File: src/rtl/reg_writeback_if.sv
// reg_writeback_if: ALU result, bank write port and operand-fetch lookup signals of reg_writeback.
interface reg_writeback_if #(
  parameter int DEPTH = 4,
  parameter int AW    = 3,
  parameter int DW    = 16
);
  localparam int CW = $clog2(DEPTH) + 1;
  logic          Wb_valid;
  logic [AW-1:0] Wb_addr;
  logic [DW-1:0] Wb_data;
  logic          Wb_ready;
  logic          Reg_wr_en;
  logic [AW-1:0] Reg_wr_addr;
  logic [DW-1:0] Reg_wr_data;
  logic          Reg_wr_ack;
  logic [AW-1:0] Rd_addr;
  logic          Rd_hazard;
  logic [DW-1:0] Rd_fwd_data;
  logic [CW-1:0] Wb_count;
  logic          Wb_err;
  modport slave (
    input  Wb_valid, Wb_addr, Wb_data, Reg_wr_ack, Rd_addr,
    output Wb_ready, Reg_wr_en, Reg_wr_addr, Reg_wr_data, Rd_hazard, Rd_fwd_data, Wb_count, Wb_err
  );
  modport master (
    output Wb_valid, Wb_addr, Wb_data, Reg_wr_ack, Rd_addr,
    input  Wb_ready, Reg_wr_en, Reg_wr_addr, Reg_wr_data, Rd_hazard, Rd_fwd_data, Wb_count, Wb_err
  );
endinterface

File: src/rtl/reg_writeback.sv
// reg_writeback: in-order queue committing ALU results to the register bank, with hazard lookup.
// Define REG_WRITEBACK_FWD_EN to also forward the youngest queued value for Rd_addr.
module reg_writeback #(
  parameter int DEPTH   = 4,
  parameter int AW      = 3,
  parameter int DW      = 16,
  parameter int TIMEOUT = 15
) (
  input logic clk,
  input logic rst,
  reg_writeback_if.slave wb
);
  localparam int PW = $clog2(DEPTH);
  localparam int CW = PW + 1;
  localparam int TW = $clog2(TIMEOUT + 1);
  typedef enum logic [1:0] {IDLE, ACTIVE, STALL} state_t;
  state_t        state, state_nxt;
  logic [AW-1:0] addr_q [DEPTH];
  logic [DW-1:0] data_q [DEPTH];
  logic [PW-1:0] rd_ptr, wr_ptr, idx;
  logic [CW-1:0] cnt;
  logic [TW-1:0] tcnt, tcnt_nxt;
  logic [DW-1:0] fwd;
  logic          push, pop, drain, haz, err;
  assign wb.Wb_ready    = cnt != CW'(DEPTH);
  assign wb.Reg_wr_en   = cnt != '0;
  assign wb.Reg_wr_addr = wb.Reg_wr_en ? addr_q[rd_ptr] : '0;
  assign wb.Reg_wr_data = wb.Reg_wr_en ? data_q[rd_ptr] : '0;
  assign wb.Wb_count    = cnt;
  assign wb.Wb_err      = err;
  assign wb.Rd_hazard   = haz;
  assign wb.Rd_fwd_data = fwd;
  assign push  = wb.Wb_valid && wb.Wb_ready;
  assign pop   = wb.Reg_wr_en && wb.Reg_wr_ack;
  assign drain = pop && !push && cnt == CW'(1);
  always_ff @(posedge clk) begin
    if (push) begin
      addr_q[wr_ptr] <= wb.Wb_addr;
      data_q[wr_ptr] <= wb.Wb_data;
    end
  end
  always_ff @(posedge clk or posedge rst) begin
    if (rst) begin
      rd_ptr <= '0;
      wr_ptr <= '0;
      cnt    <= '0;
      tcnt   <= '0;
      state  <= IDLE;
      err    <= 1'b0;
    end else begin
      rd_ptr <= rd_ptr + PW'(pop);
      wr_ptr <= wr_ptr + PW'(push);
      cnt    <= cnt + CW'(push) - CW'(pop);
      tcnt   <= tcnt_nxt;
      state  <= state_nxt;
      if (state_nxt == STALL && state != STALL) err <= 1'b1;
    end
  end
  // Leaving STALL with the last entry draining goes straight to IDLE so the queue-empty state stays consistent.
  always_comb begin
    tcnt_nxt = wb.Reg_wr_ack ? '0 :
               (state == ACTIVE && wb.Reg_wr_en && tcnt != TW'(TIMEOUT)) ? tcnt + 1'b1 : tcnt;
    state_nxt = state;
    unique case (state)
      IDLE:    state_nxt = push ? ACTIVE : IDLE;
      ACTIVE:  state_nxt = drain ? IDLE : (tcnt_nxt == TW'(TIMEOUT)) ? STALL : ACTIVE;
      STALL:   state_nxt = drain ? IDLE : wb.Reg_wr_ack ? ACTIVE : STALL;
      default: state_nxt = IDLE;
    endcase
  end
  // Scan oldest to youngest so the last match seen is the youngest queued value.
  always_comb begin
    haz = 1'b0;
    fwd = '0;
    idx = rd_ptr;
    for (int k = 0; k < DEPTH; k++) begin
      idx = rd_ptr + PW'(k);
      if (CW'(k) < cnt && addr_q[idx] == wb.Rd_addr) begin
        haz = 1'b1;
`ifdef REG_WRITEBACK_FWD_EN
        fwd = data_q[idx];
`endif
      end
    end
  end
endmodule

File: src/flat_wrapper.sv
// flat-port wrapper written by rule: the top's interface ports become plain ports
module reg_writeback_flat 
#(
  parameter int DEPTH   = 4,
  parameter int AW      = 3,
  parameter int DW      = 16,
  parameter int TIMEOUT = 15
)
  (clk, rst, wb_Wb_valid, wb_Wb_addr, wb_Wb_data, wb_Reg_wr_ack, wb_Rd_addr, wb_Wb_ready, wb_Reg_wr_en, wb_Reg_wr_addr, wb_Reg_wr_data, wb_Rd_hazard, wb_Rd_fwd_data, wb_Wb_count, wb_Wb_err);
  reg_writeback_if #(.DEPTH(DEPTH), .AW(AW), .DW(DW)) wb_i ();
  input logic clk;
  input logic rst;
  input wire logic [$bits(wb_i.Wb_valid)-1:0] wb_Wb_valid;
  input wire logic [$bits(wb_i.Wb_addr)-1:0] wb_Wb_addr;
  input wire logic [$bits(wb_i.Wb_data)-1:0] wb_Wb_data;
  input wire logic [$bits(wb_i.Reg_wr_ack)-1:0] wb_Reg_wr_ack;
  input wire logic [$bits(wb_i.Rd_addr)-1:0] wb_Rd_addr;
  output wire logic [$bits(wb_i.Wb_ready)-1:0] wb_Wb_ready;
  output wire logic [$bits(wb_i.Reg_wr_en)-1:0] wb_Reg_wr_en;
  output wire logic [$bits(wb_i.Reg_wr_addr)-1:0] wb_Reg_wr_addr;
  output wire logic [$bits(wb_i.Reg_wr_data)-1:0] wb_Reg_wr_data;
  output wire logic [$bits(wb_i.Rd_hazard)-1:0] wb_Rd_hazard;
  output wire logic [$bits(wb_i.Rd_fwd_data)-1:0] wb_Rd_fwd_data;
  output wire logic [$bits(wb_i.Wb_count)-1:0] wb_Wb_count;
  output wire logic [$bits(wb_i.Wb_err)-1:0] wb_Wb_err;
  assign wb_i.Wb_valid = wb_Wb_valid;
  assign wb_i.Wb_addr = wb_Wb_addr;
  assign wb_i.Wb_data = wb_Wb_data;
  assign wb_i.Reg_wr_ack = wb_Reg_wr_ack;
  assign wb_i.Rd_addr = wb_Rd_addr;
  assign wb_Wb_ready = wb_i.Wb_ready;
  assign wb_Reg_wr_en = wb_i.Reg_wr_en;
  assign wb_Reg_wr_addr = wb_i.Reg_wr_addr;
  assign wb_Reg_wr_data = wb_i.Reg_wr_data;
  assign wb_Rd_hazard = wb_i.Rd_hazard;
  assign wb_Rd_fwd_data = wb_i.Rd_fwd_data;
  assign wb_Wb_count = wb_i.Wb_count;
  assign wb_Wb_err = wb_i.Wb_err;
  reg_writeback #(.DEPTH(DEPTH), .AW(AW), .DW(DW), .TIMEOUT(TIMEOUT)) u_core (.clk(clk), .rst(rst), .wb(wb_i));
endmodule
File: config.mk
export PLATFORM = sky130hd
export DESIGN_NAME = reg_writeback_flat
export DESIGN_NICKNAME = d
export VERILOG_FILES = /design/src/rtl/reg_writeback_if.sv /design/src/rtl/reg_writeback.sv /design/src/flat_wrapper.sv
export SDC_FILE = /design/constraint.sdc
export NUM_CORES = 1
export LEC_CHECK = 0
export BUFFER_PORTS_ARGS = -buffer_cell sky130_fd_sc_hd__buf_2
export CORE_ASPECT_RATIO = 0.75
export CORE_MARGIN = 2
export CORE_UTILIZATION = 50
export CTS_CLUSTER_DIAMETER = 100
export DETAILED_ROUTE_END_ITERATION = 7
export HOLD_SLACK_MARGIN = 0.1
export PLACE_DENSITY = 0.74
export SLEW_MARGIN = 30
export SYNTH_ARGS = -nofsm -noshare
export SYNTH_HDL_FRONTEND = slang
export SYNTH_SLANG_ARGS = --single-unit
File: constraint.sdc
create_clock -name clk -period 2.8 [get_ports clk]
set_clock_uncertainty 0.2 [all_clocks]
set_input_delay 0 -clock clk [delete_from_list [all_inputs] [get_ports clk]]
set_output_delay 0 -clock clk [all_outputs]
set_load 0.01 [all_outputs]
==> flow_summary.json <==
{
  "synth_enable_flop_cells": 76,
  "postSynthCellCount": 252,
  "floorplan.initialDensity_pct": 52.4,
  "timing.final.hold_violations": 0,
  "post_drt_via_cell_ratio": 5.25,
  "gpl.final_weighted_congestion": 0.796,
  "dp.final_hpwl_mm": 4.98,
  "setup.worst_path.end_class": "primary output",
  "busiest_layer": "met2",
  "worst_hold_path_type": "primary input to flip-flop",
  "grt_first_pass_wirelength_mm": 12.4,
  "cell_repeated_most_along_the_worst_path": "sky130_fd_sc_hd__nand4_1",
  "reg2regPathDepth": 8,
  "totalNegativeSetupSlack_ns": 0,
  "synth_area_leaders": "sky130_fd_sc_hd__edfxtp_1 54%, sky130_fd_sc_hd__mux4_2 8.5%, sky130_fd_sc_hd__dfrtp_1 8.3%, sky130_fd_sc_hd__mux2_4 3.9%, sky130_fd_sc_hd__xor2_1 3.3%",
  "min_to": "u_core.addr_q[0][2]",
  "postSynth.asyncResetShare_pct": 15.6,
  "post-synth-top-area-cell": "sky130_fd_sc_hd__edfxtp_1",
  "layout.cells.non_filler": 445,
  "global_route.overflow_total": 0,
  "regToRegStartpoint": "u_core.wb.Wb_count[2]",
  "design.core.area_um2": 8060,
  "yosys_warnings": 0,
  "peakVddDrop_v": 0.000601,
  "slew_violations": 0,
  "route.detailed.drc": 0,
  "num_rows": 28,
  "ctsRootBufferMaster": "sky130_fd_sc_hd__clkbuf_16",
  "clock_latency_reported_for_the_late_side_of_the_worst_skew_pair_ns": 0.33,
  "drive_gt1_share_pct": 32.9,
  "syn_area_per_cell_um2": 16.8,
  "globalRouteMet2Util_pct": 32.5,
  "period_needed_ns": 2.46,
  "first_global_vias": 2492,
  "timing.hold.worst_path_depth": 2,
  "clock_tree.htree_level_count": 3,
  "max_clock_freq_mhz": 406,
  "io-pin-count": 68,
  "grt_util_met3_pct": 6.95,
  "critPathKind": "flip-flop to primary output",
  "setup_repair_after_global_routing_missed_its_margin": "no",
  "grt_max_degree": 20,
  "dominantRegCellSynth": "sky130_fd_sc_hd__edfxtp_1",
  "yosys.cell_count.top_type": "sky130_fd_sc_hd__edfxtp_1",
  "die_w_um": 110,
  "final-setup-viol-count": 0,
  "worst_hold_startpoint": "wb_Wb_addr[2]",
  "wl_per_cell_um": 17.7,
  "crit_path_top_delay_cell": "sky130_fd_sc_hd__dfrtp_1",
  "drtAntennaViolNets": 0,
  "max-cap-violations": 0,
  "areaGrowthSynthToFinish_pct": 21.0,
  "postSynthRegisterBits": 90,
  "power_per_cell_area_nw_per_um2": 1040,
  "vias": 2337,
  "detail_route.wirelength_mm": 7.86,
  "timing.critical_path.cells": "mux2_4, mux2i_1, xor2_1, nand4_1, nand4_1, buf_2",
  "cp_max_fo": 14,
  "total_power_mw": 5.33,
  "hold_ws_ns": 0.216,
  "drt_first_pass_iters": 4,
  "r2r-end": "u_core.wb.Wb_count[2]",
  "antenna_cells_inserted": 0,
  "synth-seq-area-share_pct": 62.3,
  "synthDominantCellAreaShare_pct": 54.0,
  "port-buffer-count": 51,
  "tritoncts.num_buffers": 9,
  "timing.reg2reg.setup_slack_ns": 0.49,
  "synth.distinct_cells": 42,
  "die-area_um2": 9200,
  "yosys-top-cells-count": "76 x sky130_fd_sc_hd__edfxtp_1, 18 x sky130_fd_sc_hd__buf_4, 16 x sky130_fd_sc_hd__and2_1, 16 x sky130_fd_sc_hd__mux4_2, 16 x sky130_fd_sc_hd__xor2_1",
  "timing.final.crit_share_pct": 87.9,
  "nets": 370,
  "slowest_cell_delay_on_critical_path_ns": 0.79,
  "mappedNetlistArea_um2": 4220,
  "cts_buffer_depth": 2,
  "worst_pin_slew_ns": 0.695,
  "gr-usage-met1_pct": 21.2,
  "critPathLaunchType": "flip-flop",
  "timing.slew.headroom_pct": 53.7,
  "status": "finished clean",
  "chipHeight_um": 83.6,
  "placedCellCount": 407,
  "groute.usage.overall_pct": 18.6,
  "grt_antenna_before_repair": 0,
  "final_setup_slack_of_the_worst_path_ns": 0.339,
  "power.static_leakage_nw": 2.01,
  "cts_tree": "done",
  "cp.arrival_ns": 2.26,
  "clkTransAtPathRegs_ns": 0.06,
  "dpl_worst_slack_ns": 0.457,
  "tritoncts_num_sinks": 90,
  "initialDrtViolationCount": 123,
  "critPathRequiredTime_ns": 2.60
}
[report_power, final]
| group | internal [mW] | switching [mW] | leakage [nW] |
|---|---|---|---|
| sequential | 1.78 | 0.278 | 0.869 |
| clock | 0.689 | 0.476 | 0.144 |
| combinational | 1.07 | 1.04 | 1.00 |
| total | 3.54 | 1.79 | 2.01 |
[stage by stage]
| step | utilization [%] | cell area [µm²] |
|---|---|---|
| 3_3_place_gp | 56.9 | 4590 |
| 4_1_cts | 63.4 | 5110 |
| 6_report | 63.4 | 5110 |
| 3_5_place_dp | 56.9 | 4590 |
| 5_1_grt | 63.4 | 5110 |
| 2_1_floorplan | - | 4290 |
[logic make-up (layout without fill, tap and decap cells)]
family                   count (synthesis)  in the layout  synth area share [%]
XOR/XNOR                                16             16                  3.32
multiplexers                            42             42                  16.9
other                                    1             16                0.0888
flip-flops                              90             90                  62.3
AO/OA/AOI/OAI                           12             12                  2.34
AND/OR/NAND/NOR                         49             49                  7.26
adder cells (fa/ha/maj)                  8              8                  2.55
buffers and inverters                   34            107                  5.18
[layout make-up]
type / instances / area [µm²]
Fill cell: 587 / 2950
Sequential cell: 90 / 2630
Multi-Input combinational cell: 143 / 1460
Timing Repair Buffer: 81 / 551
Clock buffer: 9 / 225
Tap cell: 105 / 131
Clock inverter: 6 / 65.1
Inverter: 11 / 41.3
[critical path: cells and delay by family (launching register included)]
kind | cells | cell delay [ns]
buf+inv | 1 | 0.13
flops | 1 | 0.79
xor+xnor | 1 | 0.19
mux | 2 | 0.62
simple gates | 2 | 0.21
[worst max-delay path by stage]
| stage | slack, ns | from | cells past startpoint | end |
|---|---|---|---|---|
| 2_1_floorplan | 0.45 | u_core.wb.Wb_count[1] | 4 | u_core.addr_q[1][0] |
| 3_3_place_gp | 0.52 | u_core.wb.Wb_count[2] | 8 | u_core.wb.Wb_count[2] |
| 3_5_place_dp | 0.46 | u_core.wb.Wb_count[2] | 8 | u_core.wb.Wb_count[2] |
| 4_1_cts | 0.32 | u_core.rd_ptr[1] | 6 | wb_Rd_hazard |
| 5_1_grt | 0.21 | u_core.rd_ptr[1] | 6 | wb_Rd_hazard |
| 6_report | 0.34 | u_core.rd_ptr[1] | 6 | wb_Rd_hazard |
[routing by layer]
metal / routed length, µm / vias up / part of all wire [%]
met2: 4070 / 64 / 52
met5: 0 / - / 0
li1: - / 1094 / -
met4: 86 / 0 / 1.1
met1: 3300 / 1170 / 42
met3: 401 / 9 / 5.1
[sequential cells by signal, indices dropped and copies added, names as in the netlist]
name and cells:
u_core.wb.Wb_count 3, u_core.rd_ptr 2, u_core.addr_q 12, u_core.data_q 64, u_core.wr_ptr 2, u_core.tcnt 4
u_core.state 2, u_core.wb.Wb_err 1
[layout by cell type, fill, tap and decap left out, types with 3 or more instances in the layout]
cell / instances
sky130_fd_sc_hd__a21oi_1: 3
sky130_fd_sc_hd__and2_1: 16
sky130_fd_sc_hd__buf_2: 51
sky130_fd_sc_hd__buf_4: 6
sky130_fd_sc_hd__clkbuf_16: 9
sky130_fd_sc_hd__conb_1: 16
sky130_fd_sc_hd__dfrtp_1: 13
sky130_fd_sc_hd__dlygate4sd3_1: 23
sky130_fd_sc_hd__edfxtp_1: 76
sky130_fd_sc_hd__ha_1: 7
sky130_fd_sc_hd__inv_1: 10
sky130_fd_sc_hd__mux2_4: 11
sky130_fd_sc_hd__mux2i_1: 11
sky130_fd_sc_hd__mux2i_4: 3
sky130_fd_sc_hd__mux4_2: 16
sky130_fd_sc_hd__nand2_1: 3
sky130_fd_sc_hd__nand4_1: 4
sky130_fd_sc_hd__nor2_1: 7
sky130_fd_sc_hd__nor2b_1: 3
sky130_fd_sc_hd__xor2_1: 16
[timing repair]
item                                   in CTS  in global routing
endpoints found under the hold margin      98                  0
buffers inserted                            0                  0
hold buffers                               23                  0
resized for setup                           0                  0
(Power assumes the default switching activity.)
